## config.mk

```make
export PLATFORM = sky130hd
export DESIGN_NAME = rbm_vote_controller
export DESIGN_NICKNAME = d
export VERILOG_FILES = /design/src/rtl/rbm_vote_controller.sv
export SDC_FILE = /design/constraint.sdc
export NUM_CORES = 1
export LEC_CHECK = 0
export ABC_AREA = 0
export CELL_PAD_IN_SITES_DETAIL_PLACEMENT = 0
export CELL_PAD_IN_SITES_GLOBAL_PLACEMENT = 1
export CORE_ASPECT_RATIO = 0.7
export CORE_MARGIN = 5
export CORE_UTILIZATION = 42
export CTS_BUF_LIST = sky130_fd_sc_hd__clkbuf_4 sky130_fd_sc_hd__clkbuf_8 sky130_fd_sc_hd__clkbuf_16
export CTS_CLUSTER_SIZE = 30
export DETAILED_ROUTE_END_ITERATION = 8
export GPL_TIMING_DRIVEN = 0
export PLACE_DENSITY_LB_ADDON = 0.1
export SLEW_MARGIN = 15
export SYNTH_ARGS = -nofsm -noshare
export SYNTH_HDL_FRONTEND = slang
export SYNTH_SLANG_ARGS = --single-unit
```

## constraint.sdc

```tcl
create_clock -name clock -period 24.1 [get_ports clock]
set_input_delay 4.82 -clock clock [delete_from_list [all_inputs] [get_ports clock]]
set_output_delay 4.82 -clock clock [all_outputs]
set_load 0.005 [all_outputs]
```

## src/rtl/rbm_vote_controller.sv

```systemverilog
// Iteration/vote controller for the stochastic RBM classifier: re-runs the layers, keeps saturating
// per-class vote counters, registers the arg-max class. Define EARLY_EXIT_EN to enable the margin exit.
module rbm_vote_controller #(
  parameter int OUTPUT_DIM = 10,
  parameter int CNT_W      = 12,
  parameter int ITER_W     = 10,
  parameter int CLS_W      = 4
) (
  input  logic                        clock,
  input  logic                        reset_n,
  input  logic                        start,
  input  logic [ITER_W-1:0]           iter_count,
  input  logic [CNT_W-1:0]            margin,
  output logic                        layer_rst,
  input  logic                        layer_done,
  input  logic [OUTPUT_DIM-1:0]       layer_out,
  output logic [OUTPUT_DIM*CNT_W-1:0] votes,
  output logic [CLS_W-1:0]            winner,
  output logic [ITER_W-1:0]           iter_done,
  output logic                        busy,
  output logic                        finish,
  output logic                        early_exit
);

  typedef enum logic [2:0] {
    S_IDLE  = 3'd0,
    S_LRST  = 3'd1,
    S_RUN   = 3'd2,
    S_ACCUM = 3'd3,
    S_DONE  = 3'd4
  } state_t;

  localparam logic [CNT_W-1:0] CNT_MAX = {CNT_W{1'b1}};

  state_t             r_state;
  state_t             w_next;
  logic [CNT_W-1:0]   r_votes [OUTPUT_DIM];
  logic [ITER_W-1:0]  r_iter_target;
  logic [ITER_W-1:0]  r_iter_done;
  logic [CLS_W-1:0]   r_winner;
  logic               r_layer_rst;
  logic               r_busy;
  logic               r_finish;
  logic               w_accept;
  logic [CNT_W-1:0]   w_top;
  logic [CLS_W-1:0]   w_top_idx;
`ifdef EARLY_EXIT_EN
  logic [CNT_W-1:0]   r_margin;
  logic               r_early_exit;
  logic [CNT_W-1:0]   w_second;
  logic               w_margin_hit;
`else
  logic               w_unused_margin;
  assign w_unused_margin = ^margin;
`endif

  // Arg-max over the counters; strict compare keeps ties on the lowest index.
  always_comb begin
    w_top     = '0;
    w_top_idx = '0;
`ifdef EARLY_EXIT_EN
    w_second  = '0;
`endif
    for (int i = 0; i < OUTPUT_DIM; i++) begin
      if (r_votes[i] > w_top) begin
`ifdef EARLY_EXIT_EN
        w_second  = w_top;
`endif
        w_top     = r_votes[i];
        w_top_idx = CLS_W'(i);
      end else begin
`ifdef EARLY_EXIT_EN
        if (r_votes[i] > w_second) begin
          w_second = r_votes[i];
        end else begin
          w_second = w_second;
        end
`else
        w_top = w_top;
`endif
      end
    end
  end

`ifdef EARLY_EXIT_EN
  assign w_margin_hit = (r_margin != '0) && ((w_top - w_second) >= r_margin);
`endif

  // Next-state decode.
  always_comb begin
    w_next   = r_state;
    w_accept = 1'b0;
    case (r_state)
      S_IDLE, S_DONE: begin
        if (start) begin
          w_accept = 1'b1;
          w_next   = (iter_count == '0) ? S_DONE : S_LRST;
        end else begin
          w_next = r_state;
        end
      end
      S_LRST:  w_next = S_RUN;
      S_RUN: begin
        if (layer_done) begin
          w_next = S_ACCUM;
        end else begin
          w_next = S_RUN;
        end
      end
      S_ACCUM: begin
        if (r_iter_done == r_iter_target) begin
          w_next = S_DONE;
`ifdef EARLY_EXIT_EN
        end else if (w_margin_hit) begin
          w_next = S_DONE;
`endif
        end else begin
          w_next = S_LRST;
        end
      end
      default: w_next = S_IDLE;
    endcase
  end

  // State, status flags, counters and winner register.
  always_ff @(posedge clock or negedge reset_n) begin
    if (!reset_n) begin
      r_state       <= S_IDLE;
      r_layer_rst   <= 1'b1;
      r_busy        <= 1'b0;
      r_finish      <= 1'b0;
      r_winner      <= '0;
      r_iter_done   <= '0;
      r_iter_target <= '0;
      for (int i = 0; i < OUTPUT_DIM; i++) r_votes[i] <= '0;
    end else begin
      r_state     <= w_next;
      // The reset-time layer hold persists through IDLE until the first start.
      r_layer_rst <= (w_next == S_LRST) ||
                     (r_layer_rst && (r_state == S_IDLE) && (w_next == S_IDLE));
      r_busy      <= (w_next == S_LRST) || (w_next == S_RUN) || (w_next == S_ACCUM);
      r_finish    <= (w_next == S_DONE);
      if (w_accept) begin
        r_winner      <= '0;
        r_iter_done   <= '0;
        r_iter_target <= iter_count;
        for (int i = 0; i < OUTPUT_DIM; i++) r_votes[i] <= '0;
      end else if ((r_state == S_RUN) && layer_done) begin
        r_iter_done <= r_iter_done + ITER_W'(1);
        for (int i = 0; i < OUTPUT_DIM; i++) begin
          if (layer_out[i] && (r_votes[i] != CNT_MAX)) r_votes[i] <= r_votes[i] + CNT_W'(1);
        end
      end else if (r_state == S_ACCUM) begin
        r_winner <= w_top_idx;
      end
    end
  end

`ifdef EARLY_EXIT_EN
  // Margin latch and early-exit flag.
  always_ff @(posedge clock or negedge reset_n) begin
    if (!reset_n) begin
      r_margin     <= '0;
      r_early_exit <= 1'b0;
    end else if (w_accept) begin
      r_margin     <= margin;
      r_early_exit <= 1'b0;
    end else if ((r_state == S_ACCUM) && (r_iter_done != r_iter_target) && w_margin_hit) begin
      r_early_exit <= 1'b1;
    end
  end
  assign early_exit = r_early_exit;
`else
  assign early_exit = 1'b0;
`endif

  // Pack the counter array onto the flat votes bus.
  always_comb begin
    votes = '0;
    for (int i = 0; i < OUTPUT_DIM; i++) votes[i*CNT_W +: CNT_W] = r_votes[i];
  end

  assign layer_rst = r_layer_rst;
  assign busy      = r_busy;
  assign finish    = r_finish;
  assign winner    = r_winner;
  assign iter_done = r_iter_done;

endmodule

```

==> results_tabular.tex <==
\begin{tabular}{lr}
\hline
Metric & Value \\
\hline
\multicolumn{2}{l}{\textbf{Status}} \\
\quad Run status & completed \\
\multicolumn{2}{l}{\textbf{Worst setup path}} \\
\quad Max incr delay on CP & 0.57 ns \\
\quad Critical path start-end classification & reg -> reg \\
\quad Crit path DAT & 23.08 ns \\
\quad CP startpoint kind & register \\
\quad Maximum fanout count along the critical path & 10 \\
\quad Cell with the biggest individual delay on the critical path & sky130\_fd\_sc\_hd\_\_or4\_4 \\
\quad Cell repeated most along the worst path & sky130\_fd\_sc\_hd\_\_a21o\_1 \\
\quad Required time at the endpoint of the critical path & 24.48 ns \\
\quad Launch point of the critical path & votes[7]\$\_DFFE\_PN0P\_ \\
\quad Crit. End Element & register \\
\quad FF-to-FF Start & votes[7]\$\_DFFE\_PN0P\_ \\
\multicolumn{2}{l}{\textbf{Route}} \\
\quad Vias post-DR & 10800 \\
\quad Routed length on met1 & 20200 um \\
\quad Average wire per standard cell & 20.0 um \\
\quad DRC viols & 0 \\
\quad Met3 routed wirelength & 2550 um \\
\quad Starting DRT DRC Count & 725 \\
\quad Detailed-routing iteration count for the pre-antenna-repair pass & 6 \\
\quad Total Routed Length & 38200 um \\
\quad Highest routed layer & met5 \\
\quad Residual antenna-violating net count after detailed routing & 0 \\
\quad Detailed-routed wire length on met2 & 14800 um \\
\quad Number of vias per cell after detailed routing & 5.68 \\
\multicolumn{2}{l}{\textbf{Global routing}} \\
\quad Global-route wire length before repair & 60100 um \\
\quad Total global routing track utilization & 24.5\% \\
\quad Pin count of the biggest net entering global routing & 82 \\
\quad Vias in the first global route & 10100 \\
\quad Gr ovfl total & 0 \\
\quad Antenna violations before repair & 2 \\
\multicolumn{2}{l}{\textbf{Synthesis}} \\
\quad Ranking of synthesized cells by area & sky130\_fd\_sc\_hd\_\_dfrtp\_1 (32\%), sky130\_fd\_sc\_hd\_\_ha\_1 (13\%), sky130\_fd\_sc\_hd\_\_nor2\_1 (4.8\%), sky130\_fd\_sc\_hd\_\_xnor2\_1 (4.8\%), sky130\_fd\_sc\_hd\_\_nand2\_1 (3.6\%) \\
\quad Number of enable-type register cells in the synthesized netlist & 0 \\
\quad Synthesized net count & 1501 \\
\quad Share of flip-flops with an asynchronous set or reset & 100\% \\
\quad Syn Inst Count & 1349 \\
\quad Number of warning messages in the yosys log & 0 \\
\quad Cell with the most instances after synthesis & sky130\_fd\_sc\_hd\_\_nor2\_1 \\
\quad Netlist cell types & 76 \\
\quad Top-area cell type share of the netlist area & 32.1\% \\
\quad Synthesized cell area & 11600 sq um \\
\quad Ranking of synthesized cells by instance count & sky130\_fd\_sc\_hd\_\_nor2\_1 (150), sky130\_fd\_sc\_hd\_\_dfrtp\_1 (149), sky130\_fd\_sc\_hd\_\_ha\_1 (116) \\
\quad Mean instance size in the synthesized netlist & 8.61 sq um \\
\quad Top FF cell, synth & sky130\_fd\_sc\_hd\_\_dfrtp\_1 \\
\quad Cell taking the most area after synthesis & sky130\_fd\_sc\_hd\_\_dfrtp\_1 \\
\quad Total of flip-flops plus latches after synthesis & 150 \\
\quad Sequential area share after synthesis & 32.3\% \\
\multicolumn{2}{l}{\textbf{STA}} \\
\quad Tmin final & 22.69 ns \\
\quad Worst Max-Slew Pin Slew & 1.12 ns \\
\quad Post-route fraction of the period consumed by the critical path & 94.2\% \\
\quad Max-Slew Margin vs Limit & 25.4\% \\
\quad Endpoints failing setup & 0 \\
\quad Worst-case hold slack & 0.500 ns \\
\quad Summed negative setup slack over all endpoints & 0 ns \\
\quad Largest clock skew in the final design & 0.0107 ns \\
\quad Number of pins exceeding their max-slew limit in the final report & 0 \\
\quad Count of endpoints failing hold in the final timing report & 0 \\
\quad Top achievable clock speed & 44.1 MHz \\
\quad Unrepaired setup endpoints after global routing & false \\
\multicolumn{2}{l}{\textbf{Cells and area}} \\
\quad Final net count & 1683 \\
\quad Post-Route Utilization & 53.1\% \\
\quad Layout cells sized above 1 & 6.74\% \\
\quad Area growth syn-to-layout & 23.3\% \\
\quad Final Non-Filler Cells & 1910 \\
\multicolumn{2}{l}{\textbf{Floorplan}} \\
\quad Die height & 149 um \\
\quad Boundary pin count & 174 \\
\quad Horiz. Die Dim & 209 um \\
\quad Area of the placeable core & 27000 sq um \\
\quad Cell row count & 50 \\
\quad Initial Util & 43.1\% \\
\quad Die outline area & 31100 sq um \\
\multicolumn{2}{l}{\textbf{CTS}} \\
\quad TritonCTS clock tree & built \\
\quad Clk buf depth & 2 \\
\quad Insertion delay of the later-clocked pin in the worst-skew pair & 0.44 ns \\
\quad TritonCTS Buffers & 17 \\
\quad Clk root buf & sky130\_fd\_sc\_hd\_\_clkbuf\_16 \\
\quad \# clock sinks & 150 \\
\quad Clock transition time at the flip-flop clock pins of the worst setup and hold paths & 0.07 ns \\
\quad Depth of the CTS H-tree & 4 \\
\multicolumn{2}{l}{\textbf{Place}} \\
\quad GPL Wtd Cong & 0.919 \\
\quad Cells after DPL & 1874 \\
\quad Final HPWL DP & 29300 um \\
\quad Number of I/O port buffers & 160 \\
\multicolumn{2}{l}{\textbf{Min path}} \\
\quad Start point of the worst hold path & winner[2]\$\_DFFE\_PN0P\_ \\
\quad Path category of the worst min-delay check & reg -> reg \\
\multicolumn{2}{l}{\textbf{Run}} \\
\quad \# Max-Cap Violations & 0 \\
\hline
\end{tabular}
kinds of logic after synthesis:
kind of cell             Yosys count  share of synthesized area, %
flip-flops                       150                          32.3
other                              1                        0.0323
multiplexers                      39                          3.62
XOR/XNOR                         107                          8.07
adder cells (fa/ha/maj)          116                          12.5
AND/OR/NAND/NOR                  528                          22.3
buffers and inverters            125                          4.17
AO/OA/AOI/OAI                    283                          16.9
what timing repair did:
| action | CTS | global route |
|---|---|---|
| setup endpoints to repair | 0 | 4 |
| gates resized for setup | 0 | 8 |
| buffers inserted | 0 | 2 |
| hold buffers | 0 | 0 |
final timing paths:
kind                                              end  slack (ns)  cells past startpoint
max in group asynchronous       votes[93]$_DFFE_PN0P_       18.95                      2
worst min register to register  winner[2]$_DFFE_PN0P_        0.50                      1
worst max-delay path            winner[2]$_DFFE_PN0P_        1.41                     95
min in group asynchronous       votes[15]$_DFFE_PN0P_        4.30                      1
worst max register to register  winner[2]$_DFFE_PN0P_        1.41                     95
worst min-delay path            winner[2]$_DFFE_PN0P_        0.50                      1
flip-flops by register name, summed over array words and instances (netlist names):
register	cells
r_iter_target	10
votes	120
winner	4
iter_done	10
r_state	3
finish	1
layer_rst	1
busy	1
metrics by stage:
step / area [sq um] / setup slack [ns]
floorplan: 11600 / 5.17
global placement: 13700 / 1.20
global route: 14300 / 0.0298
finish: 14300 / 1.41
detailed placement: 13700 / 0.963
CTS: 14300 / 0.831
worst max-delay path: cells and delay by family, from the launching register on:
| family | cells | cell delay [ns] |
|---|---|---|
| buffers and inverters | 14 | 4.03 |
| muxes | 3 | 1.19 |
| and+or+nand+nor | 21 | 4.26 |
| adders and majority gates | 9 | 2.61 |
| AOI/OAI and AO/OA | 48 | 10.12 |
| DFF | 1 | 0.39 |
cell usage in the layout, fill, tap and decap left out, types with 51 or more instances in the layout:
master / n
sky130_fd_sc_hd__xnor2_1: 63
sky130_fd_sc_hd__nand4_1: 67
sky130_fd_sc_hd__ha_1: 116
sky130_fd_sc_hd__clkdlybuf4s50_1: 159
sky130_fd_sc_hd__nand2_1: 112
sky130_fd_sc_hd__inv_1: 71
sky130_fd_sc_hd__o21ai_0: 51
sky130_fd_sc_hd__dfrtp_1: 149
sky130_fd_sc_hd__nor2_1: 149
sky130_fd_sc_hd__a21oi_1: 76
metal layers:
layer  vias to the layer above  global-route usage (%)
met2                       342                    32.8
met1                      5218                    40.2
met3                        33                    4.29
met5                         -                       0
li1                       5253                       -
met4                         2                    5.12
area by class of cell:
cell class / count / area, sq um
Multi-Input combinational cell: 1074 / 7370
Fill cell: 2595 / 12600
Antenna cell: 2 / 5.00
Timing Repair Buffer: 163 / 1650
Tap cell: 364 / 455
Inverter: 71 / 267
Buffer: 54 / 224
Sequential cell: 150 / 3750
Clock inverter: 11 / 126
Clock buffer: 21 / 462
Power is left out: the tool's default activity adds up to more than one toggle a clock period on the data nets, which glitch-free logic cannot reach.
